--- src/rtl/fp_axis_stream_tester_if.sv ---
// Handshake bundle between the FP stream tester and the FP IP core under test.
//   s_axis_a_*       operand A stream (tester -> IP)
//   s_axis_b_*       operand B stream (tester -> IP)
//   m_axis_result_*  result stream    (IP -> tester)
// Modports: master = tester side, slave = IP side.
interface fp_axis_stream_tester_if #(
  parameter int unsigned DATA_W = 32
) ();
  logic [DATA_W-1:0] s_axis_a_tdata;
  logic              s_axis_a_tvalid;
  logic              s_axis_a_tready;
  logic [DATA_W-1:0] s_axis_b_tdata;
  logic              s_axis_b_tvalid;
  logic              s_axis_b_tready;
  logic [DATA_W-1:0] m_axis_result_tdata;
  logic              m_axis_result_tvalid;
  logic              m_axis_result_tready;

  modport master (
    output s_axis_a_tdata, s_axis_a_tvalid,
    input  s_axis_a_tready,
    output s_axis_b_tdata, s_axis_b_tvalid,
    input  s_axis_b_tready,
    input  m_axis_result_tdata, m_axis_result_tvalid,
    output m_axis_result_tready
  );

  modport slave (
    input  s_axis_a_tdata, s_axis_a_tvalid,
    output s_axis_a_tready,
    input  s_axis_b_tdata, s_axis_b_tvalid,
    output s_axis_b_tready,
    output m_axis_result_tdata, m_axis_result_tvalid,
    input  m_axis_result_tready
  );
endinterface

--- src/rtl/fp_axis_stream_tester.sv ---
// AXI-Stream stimulus/checker for two-operand FP IP cores.
// Issues (A,B) pairs from a writable vector RAM with up to MAX_OUTST results in flight, drives
// A and B with independent handshakes and compares each returned result with the stored
// expected value.
// Ports:
//   clk, rstn            clock, synchronous active-low reset
//   start                pulse, begins a run from IDLE or DONE
//   cfg_num_vec          vectors in the run (sampled on start, clamped to DEPTH)
//   vec_we/vec_addr      vector RAM write port (ignored while busy)
//   vec_a/vec_b/vec_exp  operand A, operand B, expected result
//   axis                 A, B and result streams (master modport)
//   busy/done/pass       run status; pass valid when done
//   err_count            mismatches this run (saturating)
//   first_err_idx        index of first mismatch
//   timed_out            run ended because no result arrived in time
module fp_axis_stream_tester #(
  parameter int unsigned DATA_W    = 32,
  parameter int unsigned DEPTH     = 16,
  parameter int unsigned MAX_OUTST = 4,
  parameter int unsigned STALL_PER = 0,
  parameter int unsigned TIMEOUT   = 1024,
  parameter bit          NAN_AWARE = 1'b1
) (
  input  logic                     clk,
  input  logic                     rstn,
  input  logic                     start,
  input  logic [$clog2(DEPTH):0]   cfg_num_vec,
  input  logic                     vec_we,
  input  logic [$clog2(DEPTH)-1:0] vec_addr,
  input  logic [DATA_W-1:0]        vec_a,
  input  logic [DATA_W-1:0]        vec_b,
  input  logic [DATA_W-1:0]        vec_exp,
  fp_axis_stream_tester_if.master  axis,
  output logic                     busy,
  output logic                     done,
  output logic                     pass,
  output logic [$clog2(DEPTH):0]   err_count,
  output logic [$clog2(DEPTH)-1:0] first_err_idx,
  output logic                     timed_out
);

  localparam int unsigned AW        = $clog2(DEPTH);
  localparam int unsigned OW        = $clog2(MAX_OUTST + 1);
  localparam int unsigned TW        = $clog2(TIMEOUT + 1);
  localparam int unsigned SW        = (STALL_PER > 1) ? $clog2(STALL_PER) : 1;
  localparam int unsigned StallLast = (STALL_PER == 0) ? 0 : STALL_PER - 1;
  localparam int unsigned ExpW      = (DATA_W == 64) ? 11 : (DATA_W == 16) ? 5 : 8;
  localparam int unsigned MantW     = DATA_W - 1 - ExpW;

  typedef enum logic [1:0] {StIdle, StRun, StDrain, StDone} state_e;

  // Vector RAM, deliberately not reset.
  logic [DATA_W-1:0] mem_a [DEPTH];
  logic [DATA_W-1:0] mem_b [DEPTH];
  logic [DATA_W-1:0] mem_e [DEPTH];

  state_e            state_q, state_d;
  logic [AW:0]       num_q, num_d;
  logic [AW:0]       issue_q, issue_d;
  logic [AW:0]       res_q, res_d;
  logic [OW-1:0]     outst_q, outst_d;
  logic              a_valid_q, a_valid_d;
  logic              b_valid_q, b_valid_d;
  logic [DATA_W-1:0] a_data_q, a_data_d;
  logic [DATA_W-1:0] b_data_q, b_data_d;
  logic [AW:0]       err_q, err_d;
  logic [AW-1:0]     first_q, first_d;
  logic              tmo_flag_q, tmo_flag_d;
  logic [TW-1:0]     tmo_cnt_q, tmo_cnt_d;
  logic [SW-1:0]     stall_q, stall_d;

  logic              busy_w;
  logic              r_ready;
  logic              a_hs, b_hs, r_hs;
  logic              pair_done;
  logic              res_counted;
  logic              res_match;
  logic [DATA_W-1:0] exp_w;

  function automatic logic is_nan(input logic [DATA_W-1:0] x);
    return (&x[DATA_W-2 -: ExpW]) && (|x[MantW-1:0]);
  endfunction

  always_ff @(posedge clk) begin
    if (vec_we && !busy_w) begin
      mem_a[vec_addr] <= vec_a;
      mem_b[vec_addr] <= vec_b;
      mem_e[vec_addr] <= vec_exp;
    end
  end

  assign busy_w  = (state_q == StRun) || (state_q == StDrain);
  // Stall slot is the last count of each STALL_PER-cycle window, only while a run is active.
  assign r_ready = !(busy_w && (STALL_PER != 0) && (stall_q == SW'(StallLast)));

  assign a_hs = a_valid_q && axis.s_axis_a_tready;
  assign b_hs = b_valid_q && axis.s_axis_b_tready;
  assign r_hs = axis.m_axis_result_tvalid && r_ready;

  // A pair completes on the cycle its last still-pending channel handshakes.
  assign pair_done = (a_valid_q || b_valid_q) && (!a_valid_q || a_hs) && (!b_valid_q || b_hs);

  assign res_counted = r_hs && (outst_q != '0);
  assign exp_w       = mem_e[res_q[AW-1:0]];
  assign res_match   = (axis.m_axis_result_tdata == exp_w) ||
                       (NAN_AWARE && is_nan(axis.m_axis_result_tdata) && is_nan(exp_w));

  always_comb begin
    state_d    = state_q;
    num_d      = num_q;
    issue_d    = issue_q;
    res_d      = res_q;
    outst_d    = outst_q;
    a_valid_d  = a_valid_q;
    b_valid_d  = b_valid_q;
    a_data_d   = a_data_q;
    b_data_d   = b_data_q;
    err_d      = err_q;
    first_d    = first_q;
    tmo_flag_d = tmo_flag_q;
    tmo_cnt_d  = tmo_cnt_q;
    stall_d    = stall_q;

    unique case (state_q)
      StIdle, StDone: begin
        if (start) begin
          num_d      = (cfg_num_vec > (AW+1)'(DEPTH)) ? (AW+1)'(DEPTH) : cfg_num_vec;
          issue_d    = '0;
          res_d      = '0;
          outst_d    = '0;
          err_d      = '0;
          first_d    = '0;
          tmo_flag_d = 1'b0;
          tmo_cnt_d  = '0;
          stall_d    = '0;
          a_valid_d  = 1'b0;
          b_valid_d  = 1'b0;
          state_d    = (cfg_num_vec == '0) ? StDone : StRun;
        end
      end

      StRun, StDrain: begin
        if (STALL_PER != 0) begin
          stall_d = (stall_q == SW'(StallLast)) ? '0 : stall_q + SW'(1);
        end

        if (a_hs) a_valid_d = 1'b0;
        if (b_hs) b_valid_d = 1'b0;
        if (pair_done) issue_d = issue_q + (AW+1)'(1);

        outst_d = outst_q + OW'(pair_done) - OW'(res_counted);

        if (r_hs) begin
          // Spurious results (nothing outstanding) always count as errors.
          if (!res_counted || !res_match) begin
            if (err_q != '1) err_d = err_q + (AW+1)'(1);
            if (err_q == '0) first_d = res_q[AW-1:0];
          end
          if (res_counted) res_d = res_q + (AW+1)'(1);
        end

        if (r_hs) begin
          tmo_cnt_d = '0;
        end else if (outst_q != '0) begin
          tmo_cnt_d = tmo_cnt_q + TW'(1);
        end

        // Issue decision uses post-completion counts so pairs can go back-to-back.
        if ((state_q == StRun) && !a_valid_d && !b_valid_d && (issue_d < num_q) &&
            (outst_d < OW'(MAX_OUTST))) begin
          a_valid_d = 1'b1;
          b_valid_d = 1'b1;
          a_data_d  = mem_a[issue_d[AW-1:0]];
          b_data_d  = mem_b[issue_d[AW-1:0]];
        end

        if ((issue_d == num_q) && !a_valid_d && !b_valid_d) begin
          state_d = (outst_d == '0) ? StDone : StDrain;
        end

        if (!r_hs && (outst_q != '0) && (tmo_cnt_q == TW'(TIMEOUT - 1))) begin
          state_d    = StDone;
          tmo_flag_d = 1'b1;
          a_valid_d  = 1'b0;
          b_valid_d  = 1'b0;
        end
      end

      default: state_d = StIdle;
    endcase
  end

  always_ff @(posedge clk) begin
    if (!rstn) begin
      state_q    <= StIdle;
      num_q      <= '0;
      issue_q    <= '0;
      res_q      <= '0;
      outst_q    <= '0;
      a_valid_q  <= 1'b0;
      b_valid_q  <= 1'b0;
      a_data_q   <= '0;
      b_data_q   <= '0;
      err_q      <= '0;
      first_q    <= '0;
      tmo_flag_q <= 1'b0;
      tmo_cnt_q  <= '0;
      stall_q    <= '0;
    end else begin
      state_q    <= state_d;
      num_q      <= num_d;
      issue_q    <= issue_d;
      res_q      <= res_d;
      outst_q    <= outst_d;
      a_valid_q  <= a_valid_d;
      b_valid_q  <= b_valid_d;
      a_data_q   <= a_data_d;
      b_data_q   <= b_data_d;
      err_q      <= err_d;
      first_q    <= first_d;
      tmo_flag_q <= tmo_flag_d;
      tmo_cnt_q  <= tmo_cnt_d;
      stall_q    <= stall_d;
    end
  end

  assign axis.s_axis_a_tdata       = a_data_q;
  assign axis.s_axis_a_tvalid      = a_valid_q;
  assign axis.s_axis_b_tdata       = b_data_q;
  assign axis.s_axis_b_tvalid      = b_valid_q;
  assign axis.m_axis_result_tready = r_ready;

  assign busy          = busy_w;
  assign done          = (state_q == StDone);
  assign pass          = (state_q == StDone) && (err_q == '0) && !tmo_flag_q;
  assign err_count     = err_q;
  assign first_err_idx = first_q;
  assign timed_out     = tmo_flag_q;

endmodule
--- src/flat_wrapper.sv ---
// flat-port wrapper written by rule: the top's interface ports become plain ports
module fp_axis_stream_tester_flat 
#(
  parameter int unsigned DATA_W    = 32,
  parameter int unsigned DEPTH     = 16,
  parameter int unsigned MAX_OUTST = 4,
  parameter int unsigned STALL_PER = 0,
  parameter int unsigned TIMEOUT   = 1024,
  parameter bit          NAN_AWARE = 1'b1
)
  (clk, rstn, start, cfg_num_vec, vec_we, vec_addr, vec_a, vec_b, vec_exp, busy, done, pass, err_count, first_err_idx, timed_out, axis_s_axis_a_tdata, axis_s_axis_a_tvalid, axis_s_axis_a_tready, axis_s_axis_b_tdata, axis_s_axis_b_tvalid, axis_s_axis_b_tready, axis_m_axis_result_tdata, axis_m_axis_result_tvalid, axis_m_axis_result_tready);
  fp_axis_stream_tester_if #(.DATA_W(DATA_W)) axis_i ();
  input  logic clk;
  input  logic rstn;
  input  logic start;
  input  logic [$clog2(DEPTH):0] cfg_num_vec;
  input  logic vec_we;
  input  logic [$clog2(DEPTH)-1:0] vec_addr;
  input  logic [DATA_W-1:0] vec_a;
  input  logic [DATA_W-1:0] vec_b;
  input  logic [DATA_W-1:0] vec_exp;
  output logic busy;
  output logic done;
  output logic pass;
  output logic [$clog2(DEPTH):0] err_count;
  output logic [$clog2(DEPTH)-1:0] first_err_idx;
  output logic timed_out;
  output wire logic [$bits(axis_i.s_axis_a_tdata)-1:0] axis_s_axis_a_tdata;
  output wire logic [$bits(axis_i.s_axis_a_tvalid)-1:0] axis_s_axis_a_tvalid;
  input wire logic [$bits(axis_i.s_axis_a_tready)-1:0] axis_s_axis_a_tready;
  output wire logic [$bits(axis_i.s_axis_b_tdata)-1:0] axis_s_axis_b_tdata;
  output wire logic [$bits(axis_i.s_axis_b_tvalid)-1:0] axis_s_axis_b_tvalid;
  input wire logic [$bits(axis_i.s_axis_b_tready)-1:0] axis_s_axis_b_tready;
  input wire logic [$bits(axis_i.m_axis_result_tdata)-1:0] axis_m_axis_result_tdata;
  input wire logic [$bits(axis_i.m_axis_result_tvalid)-1:0] axis_m_axis_result_tvalid;
  output wire logic [$bits(axis_i.m_axis_result_tready)-1:0] axis_m_axis_result_tready;
  assign axis_s_axis_a_tdata = axis_i.s_axis_a_tdata;
  assign axis_s_axis_a_tvalid = axis_i.s_axis_a_tvalid;
  assign axis_i.s_axis_a_tready = axis_s_axis_a_tready;
  assign axis_s_axis_b_tdata = axis_i.s_axis_b_tdata;
  assign axis_s_axis_b_tvalid = axis_i.s_axis_b_tvalid;
  assign axis_i.s_axis_b_tready = axis_s_axis_b_tready;
  assign axis_i.m_axis_result_tdata = axis_m_axis_result_tdata;
  assign axis_i.m_axis_result_tvalid = axis_m_axis_result_tvalid;
  assign axis_m_axis_result_tready = axis_i.m_axis_result_tready;
  fp_axis_stream_tester #(.DATA_W(DATA_W), .DEPTH(DEPTH), .MAX_OUTST(MAX_OUTST), .STALL_PER(STALL_PER), .TIMEOUT(TIMEOUT), .NAN_AWARE(NAN_AWARE)) u_core (.clk(clk), .rstn(rstn), .start(start), .cfg_num_vec(cfg_num_vec), .vec_we(vec_we), .vec_addr(vec_addr), .vec_a(vec_a), .vec_b(vec_b), .vec_exp(vec_exp), .axis(axis_i), .busy(busy), .done(done), .pass(pass), .err_count(err_count), .first_err_idx(first_err_idx), .timed_out(timed_out));
endmodule
--- config.mk ---
export PLATFORM = sky130hd
export DESIGN_NAME = fp_axis_stream_tester_flat
export DESIGN_NICKNAME = d
export VERILOG_FILES = /design/src/rtl/fp_axis_stream_tester_if.sv /design/src/rtl/fp_axis_stream_tester.sv /design/src/flat_wrapper.sv
export SDC_FILE = /design/constraint.sdc
export NUM_CORES = 1
export LEC_CHECK = 0
export ABC_AREA = 1
export CAP_MARGIN = 40
export CORE_MARGIN = 1
export CORE_UTILIZATION = 38
export DETAILED_ROUTE_END_ITERATION = 7
export PLACE_DENSITY_LB_ADDON = 0.25
export REMOVE_ABC_BUFFERS = 1
export SLEW_MARGIN = 20
export SYNTH_ARGS = -nofsm -noshare
export SYNTH_HDL_FRONTEND = slang
export SYNTH_SLANG_ARGS = --single-unit
export TNS_END_PERCENT = 50
--- constraint.sdc ---
create_clock -name clk -period 7.64 [get_ports clk]
set_input_delay 1.528 -clock clk [delete_from_list [all_inputs] [get_ports clk]]
set_output_delay 1.528 -clock clk [all_outputs]
set_load 0.02 [all_outputs]
==> out/qor.yml <==
synthCells: 5620
rows: 153
cts.path.max_buffers: 3
ys.warnings.count: 0
cp.arrival_ns: 5.88
root_buffer: "clkbuf_16"
rsz0062_at_grt: "no"
critPathLaunchType: "input pin"
hold_path.class: "flip-flop to flip-flop"
syn_area_per_cell_um2: 11.8
finClkSkew_ns: 0.0238
worstMarginPinSlew_ns: 1.08
vias_per_cell: 5.24
antenna_found_initial: 33
dpl_worst_slack_ns: 1.65
r2r_end: "u_core.axis.s_axis_b_tdata[10]"
cts_tree: "yes"
drtPass1Iterations: 6
ys_types: 43
die_w_um: 420
hold_ws_ns: 0.458
synthToLayoutAreaGrowth_pct: 15.6
synth_top_cell_area_share: 0.694
fin_ws_ns: 2.44
place_hpwl_mm: 89.7
p_per_area_nw_per_um2: 284
finish.net_count: 5920
io_buffers: 222
drtAntennaViolNets: 0
avgRoutedWirePerCell_um: 22.4
track_usage: 0.206
power_leakage_nw: 26.5
timing.final.max_slew_violations: 0
num_vias: 43200
cts_setup_buffers: 0
ioPinCount: 224
cts_hold_buf: 0
timing.fmax_mhz: 192
cp-startpoint: "axis_s_axis_b_tready"
dieHeight_um: 420
ys_seq_elements: 1646
clock_latency_ns: 0.79
status: "completed"
grt_pass1_wl_mm: 271
ff2ff_path_depth: 17
crit_fanout: 46
grt_pass1_vias: 40900
criticalPathCategory: "input pin to flip-flop"
finalCriticalPeriod_ns: 5.20
path_clk_slew_ns: 0.06
syn-cell-area_um2: 66500
yosysTopAreaCell: "edfxtp_1"
grt_overflow: 0
grt_max_degree: 204
worstSetupEndpointType: "flip-flop"
seq_area_frac_synth: 0.727
finalHoldViolCount: 0
cp-endpoint: "u_core.axis.s_axis_b_tdata[10]"
gp_congestion: 0.767
drc: 0
finalSetupViolCount: 0
max-slew-margin-rel: 0.279
cts_sinks: 1646
drtIter0Drc: 3636
h-tree-depth: 4
r2r_setup_slack_ns: 3.24
start_util: 0.382
post-route-period-util: 0.681
wl_mm: 184
cap_violations: 0
cts_buffers: 175
r2r-start: "u_core.axis.s_axis_b_tvalid"
cts.repair.resized: 0
drive_gt1_frac: 0.0624
dieArea_um2: 177000
core-area_um2: 174000
synth_area_leaders: "edfxtp_1 69%, o21ai_0 5.0%, nand2_1 4.6%, nor2_1 4.0%, dfxtp_1 3.3%"
peakVddDrop_mv: 0.221
crit_required_ns: 8.32
## synth_stat cells
library cell and instances:
a211oi_1 3, a21oi_1 103, and3_1 2, buf_1 23, buf_2 115, buf_4 11, buf_6 12, buf_8 1
clkbuf_1 180, clkinv_1 1, conb_1 1, dfxtp_1 110, edfxtp_1 1536, fa_1 1, ha_1 15, inv_1 428
inv_2 8, nand2_1 818, nand2_2 2, nand2_4 1, nand3_1 358, nand3_2 1, nand3b_1 5, nand4_1 9
nor2_1 705, nor3_1 7, nor3b_1 2, nor4_1 4, o2111ai_1 1, o211ai_1 41, o211ai_2 1, o21a_1 1
o21ai_0 668, o21ai_1 106, o21ai_2 1, o21bai_1 65, o22ai_1 256, o31ai_1 3, o32ai_1 3, or2_1 2
or2_2 5, xnor2_1 1, xor2_1 4
## cells by family (layout without fill, tap and decap cells)
kind of cell,after synthesis,after routing,share of synthesized area
simple gates,1921,1921,0.117
flops,1646,1646,0.727
compound gates,1252,1252,0.104
buf+inv,779,1069,0.0483
fa+ha+maj,16,16,0.00313
xor+xnor,5,5,0.000659
other cells,1,9,0.0000564
## how the worst min path moves through the flow
stage,startpoint,to,cells past startpoint
global route,u_core.tmo_cnt_q[4],u_core.tmo_cnt_q[4],2
floorplan,u_core.tmo_cnt_q[4],u_core.tmo_cnt_q[4],2
finish,u_core.tmo_cnt_q[4],u_core.tmo_cnt_q[4],2
detailed placement,u_core.tmo_cnt_q[4],u_core.tmo_cnt_q[4],2
CTS,u_core.tmo_cnt_q[4],u_core.tmo_cnt_q[4],2
global placement,u_core.tmo_cnt_q[4],u_core.tmo_cnt_q[4],2
## per-layer routing
layer	track usage	share of wire	up-vias
met4	0.0502	0.019	20
met1	0.272	0.43	21600
met3	0.0310	0.054	272
li1	-	-	20100
met5	0	0.00075	-
met2	0.354	0.50	1219
## report_power, final
group          internal (mW)  leakage [nW]  total [mW]  switching, mW
sequential              10.2          14.7        10.3          0.157
clock                   4.74          2.72        8.22           3.49
combinational          0.986          9.02        3.28           2.29
total                   15.9          26.5        21.8           5.94
## stage by stage
| step | std cells | area (µm²) | util | TNS (ns) | power, mW |
|---|---|---|---|---|---|
| after floorplan | 5278 | 64900 | - | -483.89 | 12.6 |
| after global placement | 7895 | 71000 | 0.408 | 0 | 13.8 |
| after detailed placement | 7907 | 71200 | 0.410 | 0 | 13.8 |
| after CTS | 8234 | 76800 | 0.442 | 0 | 22.0 |
| after global routing | 8242 | 76800 | 0.442 | 0 | 22.7 |
| final | 8243 | 76800 | 0.442 | 0 | 21.8 |
## sequential cells by signal (all words and copies together), names as in the netlist, 2 cells and up, named ones only
name                        flops
u_core.mem_e                  512
u_core.outst_q                  3
u_core.issue_q                  5
u_core.first_err_idx            4
u_core.mem_b                  512
u_core.num_q                    5
u_core.state_q                  2
u_core.mem_a                  512
u_core.tmo_cnt_q               11
u_core.res_q                    4
u_core.axis.s_axis_b_tdata     32
u_core.err_count                5
u_core.axis.s_axis_a_tdata     32
## worst max-delay path, cell delays in order
cell	delay (ns)
clkdlybuf4s50_1	0.45
or2_1	0.14
o211ai_2	0.21
nor2_1	0.36
xor2_4	0.17
buf_4	0.46
clkinv_2	0.13
ha_1	0.32
nand2_1	0.08
nor3_1	0.16
nor3_1	0.07
o211ai_1	0.17
or2_4	0.64
buf_4	0.58
a21oi_1	0.13
o21ai_1	0.12
inv_1	0.05
## cell type report
type / instances / area, µm²
Clock buffer: 245 / 4890
Tap cell: 2325 / 2910
Fill cell: 16000 / 97000
Timing Repair Buffer: 305 / 3230
Antenna cell: 8 / 20.0
Multi-Input combinational cell: 3195 / 15100
Clock inverter: 82 / 691
Sequential cell: 1646 / 48300
Inverter: 437 / 1670
## placed cells by master, fill, tap and decap left out, drive strengths merged, types with 5 or more instances in the layout
cell / count
o211ai: 42
buf: 82
o21bai: 65
o22ai: 256
bufinv: 8
nor2: 705
inv: 439
nor3: 7
dfxtp: 110
a21oi: 103
clkbuf: 245
nand3: 359
nand3b: 5
edfxtp: 1536
or2: 7
o21ai: 775
ha: 15
nand2: 821
clkdlybuf4s50: 222
nand4: 9
clkinv: 68
diode: 8
(Power assumes the default switching activity.)
